### src/rtl/gpio_cfg_pkg.sv
// Shared widths, channel addresses, FSM state and FIFO entry layout for the
// GPIO configuration write bridge.
package gpio_cfg_pkg;
  localparam int CONF0_W = 24;
  localparam int CONF1_W = 17;

  localparam logic ADDR_CONF0 = 1'b0;
  localparam logic ADDR_CONF1 = 1'b1;

  typedef enum logic {
    IDLE  = 1'b0,
    ISSUE = 1'b1
  } state_e;

  typedef struct packed {
    logic               addr;
    logic [CONF0_W-1:0] data;
  } cfg_entry_t;
endpackage

### src/rtl/gpio_cfg_fifo.sv
// Synchronous FIFO with asynchronous reset. ready_o is a registered !full,
// held low while reset is asserted.
module gpio_cfg_fifo #(
  parameter int DEPTH = 4,
  parameter int WIDTH = 25
) (
  input  logic                     clock,
  input  logic                     reset,
  input  logic                     push_i,
  input  logic [WIDTH-1:0]         wdata_i,
  input  logic                     pop_i,
  output logic [WIDTH-1:0]         rdata_o,
  output logic                     ready_o,
  output logic                     full_o,
  output logic                     empty_o,
  output logic [$clog2(DEPTH):0]   level_o
);
  localparam int PTR_W = $clog2(DEPTH);
  localparam int LVL_W = PTR_W + 1;

  logic [WIDTH-1:0] mem_q [DEPTH];
  logic [PTR_W-1:0] wr_ptr_q, rd_ptr_q;
  logic [LVL_W-1:0] level_q, level_d;
  logic             ready_q;
  logic             push_ok, pop_ok;

  assign push_ok = push_i && ready_q;
  assign pop_ok  = pop_i && !empty_o;

  always_comb begin
    level_d = level_q;
    if (push_ok && !pop_ok)
      level_d = level_q + LVL_W'(1);
    else if (pop_ok && !push_ok)
      level_d = level_q - LVL_W'(1);
  end

  // Pointers wrap for free because DEPTH is a power of two.
  always_ff @(posedge clock or posedge reset) begin
    if (reset) begin
      wr_ptr_q <= '0;
      rd_ptr_q <= '0;
      level_q  <= '0;
      ready_q  <= 1'b0;
    end else begin
      if (push_ok) wr_ptr_q <= wr_ptr_q + PTR_W'(1);
      if (pop_ok)  rd_ptr_q <= rd_ptr_q + PTR_W'(1);
      level_q <= level_d;
      ready_q <= (level_d != LVL_W'(DEPTH));
    end
  end

  always_ff @(posedge clock) begin
    if (push_ok) mem_q[wr_ptr_q] <= wdata_i;
  end

  assign rdata_o = mem_q[rd_ptr_q];
  assign ready_o = ready_q;
  assign full_o  = (level_q == LVL_W'(DEPTH));
  assign empty_o = (level_q == '0);
  assign level_o = level_q;
endmodule

### src/rtl/gpio_cfg_bridge.sv
// Buffers host config writes and replays them one at a time onto two one-shot
// valid/ready channels. GPIO_CFG_BRIDGE_TIMEOUT_EN adds an ISSUE watchdog and sticky err.
module gpio_cfg_bridge
  import gpio_cfg_pkg::*;
#(
  parameter int DEPTH   = 4,
  parameter int TIMEOUT = 255
) (
  input  logic                   clock,
  input  logic                   reset,
  input  logic                   req_valid,
  output logic                   req_ready,
  input  logic                   req_addr,
  input  logic [CONF0_W-1:0]     req_data,
  output logic                   conf_0_valid,
  input  logic                   conf_0_ready,
  output logic [CONF0_W-1:0]     conf_0_in,
  output logic                   conf_1_valid,
  input  logic                   conf_1_ready,
  output logic [CONF1_W-1:0]     conf_1_in,
  output logic [$clog2(DEPTH):0] fifo_level,
  output logic                   busy,
  output logic                   err,
  input  logic                   err_clr
);
  cfg_entry_t         push_entry, head;
  logic               fifo_empty, fifo_full_unused;
  logic               pop, handshake, timeout_hit;
  state_e             state_q;
  logic               sel_q;
  logic               c0_valid_q, c1_valid_q;
  logic [CONF0_W-1:0] c0_data_q;
  logic [CONF1_W-1:0] c1_data_q;

  assign push_entry.addr = req_addr;
  assign push_entry.data = req_data;

  gpio_cfg_fifo #(
    .DEPTH (DEPTH),
    .WIDTH ($bits(cfg_entry_t))
  ) u_fifo (
    .clock   (clock),
    .reset   (reset),
    .push_i  (req_valid),
    .wdata_i (push_entry),
    .pop_i   (pop),
    .rdata_o (head),
    .ready_o (req_ready),
    .full_o  (fifo_full_unused),
    .empty_o (fifo_empty),
    .level_o (fifo_level)
  );

  assign pop       = (state_q == IDLE) && !fifo_empty;
  assign handshake = (state_q == ISSUE) &&
                     ((sel_q == ADDR_CONF1) ? (c1_valid_q && conf_1_ready)
                                            : (c0_valid_q && conf_0_ready));

`ifdef GPIO_CFG_BRIDGE_TIMEOUT_EN
  localparam int CNT_W = $clog2(TIMEOUT + 1);
  logic [CNT_W-1:0] cnt_q;
  logic             err_q;

  // A handshake on the final cycle wins over the abort.
  assign timeout_hit = (state_q == ISSUE) && !handshake &&
                       (cnt_q == CNT_W'(TIMEOUT - 1));

  always_ff @(posedge clock or posedge reset) begin
    if (reset) begin
      cnt_q <= '0;
      err_q <= 1'b0;
    end else begin
      if (pop)
        cnt_q <= '0;
      else if (state_q == ISSUE)
        cnt_q <= cnt_q + CNT_W'(1);
      if (err_clr)
        err_q <= 1'b0;
      else if (timeout_hit)
        err_q <= 1'b1;
    end
  end

  assign err = err_q;
`else
  logic unused_cfg;
  assign unused_cfg  = err_clr | (TIMEOUT == 0);
  assign timeout_hit = 1'b0;
  assign err         = 1'b0;
`endif

  // Leaving ISSUE always lands in IDLE, which gives the mandatory gap cycle.
  always_ff @(posedge clock or posedge reset) begin
    if (reset) begin
      state_q    <= IDLE;
      sel_q      <= ADDR_CONF0;
      c0_valid_q <= 1'b0;
      c1_valid_q <= 1'b0;
      c0_data_q  <= '0;
      c1_data_q  <= '0;
    end else begin
      case (state_q)
        IDLE: begin
          if (pop) begin
            state_q <= ISSUE;
            sel_q   <= head.addr;
            if (head.addr == ADDR_CONF1) begin
              c1_valid_q <= 1'b1;
              c1_data_q  <= head.data[CONF1_W-1:0];
            end else begin
              c0_valid_q <= 1'b1;
              c0_data_q  <= head.data;
            end
          end
        end
        ISSUE: begin
          if (handshake || timeout_hit) begin
            state_q    <= IDLE;
            c0_valid_q <= 1'b0;
            c1_valid_q <= 1'b0;
          end
        end
      endcase
    end
  end

  assign conf_0_valid = c0_valid_q;
  assign conf_0_in    = c0_data_q;
  assign conf_1_valid = c1_valid_q;
  assign conf_1_in    = c1_data_q;
  assign busy         = !fifo_empty || (state_q == ISSUE);
endmodule

### config.mk
export PLATFORM = sky130hd
export DESIGN_NAME = gpio_cfg_bridge
export DESIGN_NICKNAME = d
export VERILOG_FILES = /design/src/rtl/gpio_cfg_pkg.sv /design/src/rtl/gpio_cfg_fifo.sv /design/src/rtl/gpio_cfg_bridge.sv
export SDC_FILE = /design/constraint.sdc
export NUM_CORES = 1
export LEC_CHECK = 0
export BUFFER_PORTS_ARGS = -buffer_cell sky130_fd_sc_hd__buf_2
export CAP_MARGIN = 10
export CORE_MARGIN = 2
export CORE_UTILIZATION = 45
export DETAILED_ROUTE_END_ITERATION = 10
export PLACE_DENSITY = 0.77
export SLEW_MARGIN = 40
export SYNTH_ARGS = -nofsm -noshare
export SYNTH_HDL_FRONTEND = slang
export SYNTH_SLANG_ARGS = --single-unit
export TNS_END_PERCENT = 10
### constraint.sdc
create_clock -name clock -period 3.9 [get_ports clock]
set_input_delay 0.585 -clock clock [delete_from_list [all_inputs] [get_ports clock]]
set_output_delay 0.585 -clock clock [all_outputs]
set_load 0.02 [all_outputs]
==> results of run 1 <==
## final cells by class
type | count | area [sq um]
fillers | 1020 | 5610
clock buffers | 23 | 458
inverters | 7 | 26.3
multi-input cells | 110 | 1380
flip-flops and latches | 153 | 4330
repair buffers | 86 | 468
clock inverters | 9 | 124
well taps | 172 | 215
diodes | 1 | 2.50
## stage by stage
| stage | power, mW | instances |
|---|---|---|
| detailed placement | 4.40 | 528 |
| CTS | 6.01 | 560 |
| global placement | 4.28 | 526 |
| finish | 5.93 | 561 |
| floorplan | 3.81 | 282 |
| global route | 6.24 | 560 |
## cells by family (layout without fill, tap and decap cells)
kind of cell | count (synthesis) | in the layout | synth area share [%]
flip-flops | 153 | 153 | 74.4
multiplexers | 67 | 67 | 18.4
AND/OR/NAND/NOR | 21 | 21 | 1.98
buffers and inverters | 19 | 125 | 1.96
AO/OA/AOI/OAI | 8 | 8 | 0.817
adder cells (fa/ha/maj) | 7 | 7 | 1.50
XOR/XNOR | 6 | 6 | 0.903
other | 1 | 2 | 0.0644
## layout by cell type, fill, tap and decap left out, types with 7 or more instances in the layout
cell,count
buf_2,77
buf_4,7
clkbuf_16,17
dfrtp_1,52
edfxtp_1,100
ha_1,7
mux2_1,18
mux2_2,15
mux2_4,9
mux4_2,25
## worst min-delay path by stage
stage                                   from                   to  slack [ns]  cells past startpoint
final                                  reset         conf_1_in[9]        0.36                      3
after detailed placement       conf_0_in[13]        conf_0_in[13]        0.47                      1
after global placement          conf_0_in[8]         conf_0_in[8]        0.46                      1
after floorplan           u_fifo.wr_ptr_q[0]   u_fifo.wr_ptr_q[0]        0.50                      1
after global routing            req_data[17]  u_fifo.mem_q[3][17]        0.37                      1
after CTS                           req_addr  u_fifo.mem_q[1][24]        0.36                      1
## sequential cells by signal, indices dropped and copies added (netlist names)
name,count
conf_0_valid,1
u_fifo.rd_ptr_q,2
u_fifo.wr_ptr_q,2
conf_0_in,24
sel_q,1
conf_1_valid,1
u_fifo.ready_o,1
u_fifo.mem_q,100
u_fifo.level_o,3
state_q,1
conf_1_in,17
## routing by layer
metal	track usage, %	vias up	share of wire (%)	routed length [microns]
met5	0	-	0	0
met4	8.06	0	2.3	229
met3	5.18	17	4.9	481
met2	26.6	73	52	5150
met1	17.4	1414	41	4020
li1	-	1278	-	-
## power by group
part	internal, mW	switching, mW
clock network	1.02	0.592
logic	0.848	1.05
registers	2.24	0.188
## worst reg2reg max path: stages (launching register included)
cell and delay [ns]:
dfrtp_1 0.42, inv_1 0.09, ha_1 0.18, nand2b_1 0.13, and2_1 0.38, nor2b_4 0.43
buf_8 0.22, mux2_2 0.35
==> results.yml, run 1 <==
clock_network:
  cts_resized: 0
  htreeDepth: 4
  cts_buffers: 17
  postCtsSetupRepairBufs: 0
  cts_root_buffer: "clkbuf_16"
  cts_hold_buffers: 0
  clock_sinks: 153
  cts_buffer_depth: 2
  clkTransAtPathRegs_ns: 0.05
  cts_tree: "built"
  clk_latency_ns: 0.42
worst_setup_path:
  critical_path.max_fanout: 10
  reg2reg_to: "conf_0_in[19]"
  worstSetupPathType: "reg -> reg"
  cp-end-kind: "flop"
  path_delay_family: "simple AND/OR/NAND/NOR gates"
  slowest_delay_ns: 0.42
  arrival_ns: 2.60
  r2r_slack_ns: 1.60
  start_kind: "flop"
  cp_slowest_cell: "dfrtp_1"
  cp-startpoint: "u_fifo.level_o[1]"
  critPathCapture: "conf_0_in[19]"
  cp.required_ns: 4.20
  critical_path.cell_chain: "inv_1 -> ha_1 -> nand2b_1 -> and2_1 -> nor2b_4 -> buf_8 -> mux2_2"
  reg2reg_depth: 7
  path_buf_inv: 2
  timing.rr.start: "u_fifo.level_o[1]"
  worstSetupPathDepth: 7
pwr:
  leakagePower_nw: 2.73
  power_density_mw_per_mm2: 846
  peakVddDrop_mv: 0.252
synth:
  yosys_most_used_dff: "edfxtp_1"
  yosys.area.top_type: "edfxtp_1"
  syn_area_sq_mm: 0.00582
  postSynthAreaPerCell_sq_um: 20.6
  synth-edff-count: 100
  ys_warn_count: 0
  synth_seq_area_share_pct: 74.4
  netlist_instances: 282
  ys_ff_latch: 153
  ys_types: 31
  synth_top_area_share_pct: 51.6
  synth-async-reset-ratio_pct: 34.6
  ys_top_cells_by_count: "edfxtp_1 (100), dfrtp_1 (53), mux4_2 (25), mux2_1 (18), mux2_2 (15)"
  yosysMostFrequentCell: "edfxtp_1"
  synth_fp_nets: 320
  synth.area.top_cells: "edfxtp_1 (52%), dfrtp_1 (23%), mux4_2 (9.7%)"
sta:
  slew_viol_final: 0
  fin_skew_ns: 0.00648
  relSlewSlack_pct: 52.4
  fin_tns_setup_ns: 0
  final.setup.worst_slack_ns: 1.60
  period_minus_slack_ns: 2.30
  setup_viol: 0
  rsz0062_at_grt: "false"
  max_freq_mhz: 434
  tightestPinTransition_ns: 0.713
  period_share_pct: 59.1
  fin_worst_hold_slack_ns: 0.364
  finalHoldViolCount: 0
floorplanning:
  dieWidth_microns: 118
  core_sq_mm: 0.0126
  row_count: 41
  die_area_sq_mm: 0.0139
  die_h_microns: 118
  io_pins: 80
  initial_core_util_pct: 46.1
detailed_routing:
  ant_nets: 0
  routedWlPerCell_microns: 17.6
  firstDrtPassIters: 4
  wl_microns: 9880
  drc: 0
  via_per_inst: 4.96
  vias: 2782
  drt_iter0_drc: 132
grt:
  grt_pass1_wl_microns: 16000
  antenna_found_initial: 1
  track_usage_pct: 15.6
  grt_max_degree: 54
  grt.overflow.total: 0
  grt_pass1_vias: 3069
place:
  gp_congestion: 0.661
  placed_area_sq_mm: 0.00642
  io_buffers: 77
  dp_hpwl_microns: 6380
  dp_slack_ns: 1.58
flow_run:
  maxCapViolCount: 0
final_layout:
  syn2layout_area_growth_pct: 20.4
  drive_gt1_share_pct: 42.5
  fin_area_sq_mm: 0.00701
  utilization_pct: 55.5
  nets: 413
status:
  status: "finished, final reports clean"
hold_path:
  hp-class: "in -> async"
Note: power is estimated with default switching activity, not from simulation.
==> run 2, diff against run 1 <==
- PLACE_DENSITY: 0.77 -> 0.79
- clock period: 3.9 -> 2.1 ns (I/O delays scaled with it)
==> results.yml, run 2 (synthesized netlist as in run 1, its figures left out) <==
detailed_routing:
  highest_layer: "met5"
  drt_iter0_drc: 142
  ant_nets: 0
  routedWlPerCell_microns: 17.9
  firstDrtPassIters: 4
  vias: 2824
  route.met2.wl_microns: 5220
  via_per_inst: 5.01
  drc: 0
  wl_microns: 10100
  met1Wirelength_microns: 4140
  dr_wl_met3_microns: 574
clock_network:
  htreeDepth: 4
  cts_tree: "built"
  cts_buffers: 17
  cts_root_buffer: "clkbuf_16"
  postCtsSetupRepairBufs: 0
  clk_latency_ns: 0.42
  cts_resized: 0
  clkTransAtPathRegs_ns: 0.06
  cts_buffer_depth: 2
  clock_sinks: 153
sta:
  setup_viol: 0
  rsz0062_at_grt: "false"
  relSlewSlack_pct: 52.2
  fin_tns_setup_ns: 0
  fin_worst_hold_slack_ns: 0.102
  slew_viol_final: 0
  period_minus_slack_ns: 1.98
  period_share_pct: 94.1
  max_freq_mhz: 506
  finalHoldViolCount: 0
  tightestPinTransition_ns: 0.717
  fin_skew_ns: 0.0153
place:
  gp_congestion: 0.767
  dp_hpwl_microns: 6700
  io_buffers: 77
floorplanning:
  die_h_microns: 118
  row_count: 41
  io_pins: 80
  dieWidth_microns: 118
  core_sq_mm: 0.0126
  die_area_sq_mm: 0.0139
  initial_core_util_pct: 46.1
worst_setup_path:
  path_delay_family: "buffers and inverters"
  critPathCapture: "conf_1_in[8]"
  cp_slowest_cell: "dfrtp_1"
  cpMostUsedCell: "buf_4"
  reg2reg_depth: 8
  r2r_slack_ns: 0.12
  cp-startpoint: "u_fifo.level_o[0]"
  reg2reg_to: "conf_1_in[8]"
  worstSetupPathType: "reg -> reg"
  start_kind: "flop"
  slowest_delay_ns: 0.40
  cp.required_ns: 2.40
  timing.rr.start: "u_fifo.level_o[0]"
  cp-end-kind: "flop"
  worstSetupPathDepth: 8
  arrival_ns: 2.27
  critical_path.max_fanout: 12
  path_buf_inv: 3
  critical_path.cell_chain: "inv_1 -> ha_1 -> nand2b_1 -> and2_1 -> buf_4 -> nand2_2 -> buf_4 -> mux2_2"
status:
  status: "finished, final reports clean"
grt:
  antenna_found_initial: 2
  grt_max_degree: 32
  track_usage_pct: 16.0
  grt_pass1_vias: 3070
  grt.overflow.total: 0
  grt_pass1_wl_microns: 16200
flow_run:
  maxCapViolCount: 0
pwr:
  leakagePower_nw: 2.76
  peakVddDrop_mv: 0.627
  power_density_mw_per_mm2: 1560
final_layout:
  multi_input_area_sq_mm: 0.00139
  largest_reg_flops: 100
  fillCellCount: 989
  drive_gt1_share_pct: 45.2
  largest-register: "u_fifo.mem_q"
  layout_common_cells: "edfxtp_1 (100), buf_2 (77), dfrtp_1 (52)"
  seqCellArea_sq_mm: 0.00433
  nets: 417
  syn2layout_area_growth_pct: 21.7
  final_common_cell: "edfxtp_1"
  diodes: 0
hold_path:
  hp-class: "in -> reg"
## run 2: cell types whose count changed in the layout (fill, tap and decap cells not counted), sizes merged
cell and change:
bufinv -2, diode -1, buf +3, clkbuf -6
clkinv +1, inv +7, dlygate4sd3 +1
## run 2: how the worst min path moves through the flow
stage	startpoint	endpoint	slack, ns	depth (start not counted)
finish	req_data[1]	u_fifo.mem_q[0][1]	0.10	1
global route	req_data[23]	u_fifo.mem_q[0][23]	0.09	1
CTS	req_addr	u_fifo.mem_q[1][24]	0.08	1
detailed placement	reset	conf_0_in[11]	0.39	2
global placement	reset	conf_0_in[11]	0.37	2
floorplan	req_data[0]	u_fifo.mem_q[0][0]	0.41	0
## run 2: repair_timing
action	in CTS	in global routing
hold buffers	1	0
endpoints found under the hold margin	22	0
endpoints found under the setup margin	0	0
## run 2: cell type report
type | instances | area share, %
clock buffers | 17 | 6.00
clock inverters | 15 | 1.94
inverters | 7 | 0.371
multi-input cells | 110 | 19.6
flip-flops and latches | 153 | 61.1
well taps | 172 | 3.04
repair buffers | 90 | 7.91
## run 2: report_power, final
group / internal, mW / switching [mW] / leakage [nW]
logic: 1.67 / 1.95 / 0.943
registers: 4.16 / 0.371 / 1.54
clock network: 1.65 / 1.23 / 0.273
total: 7.48 / 3.55 / 2.76
## run 2: stage by stage
| stage | power (mW) | setup slack [ns] | util, % | area, sq um | instances |
|---|---|---|---|---|---|
| global placement | 8.12 | 0.216 | 51.6 | 6510 | 531 |
| CTS | 11.2 | 0.108 | 56.1 | 7080 | 564 |
| floorplan | 7.08 | 0.0563 | - | 5820 | 282 |
| global route | 11.6 | 0.00583 | 56.1 | 7080 | 564 |
| detailed placement | 8.31 | 0.117 | 51.6 | 6510 | 531 |
| finish | 11.0 | 0.123 | 56.1 | 7080 | 564 |
## run 2: worst register-to-register path: stages, from the launching register on
cell and delay (ns):
dfrtp_1 0.40, inv_1 0.12, ha_1 0.16, nand2b_1 0.11
and2_1 0.24, buf_4 0.18, nand2_2 0.06, buf_4 0.22
mux2_2 0.37
## run 2: per-layer routing
metal	global-route usage (%)	up-vias
met5	0	-
li1	-	1291
met3	5.57	16
met1	19.2	1442
met4	7.23	2
met2	26.1	73
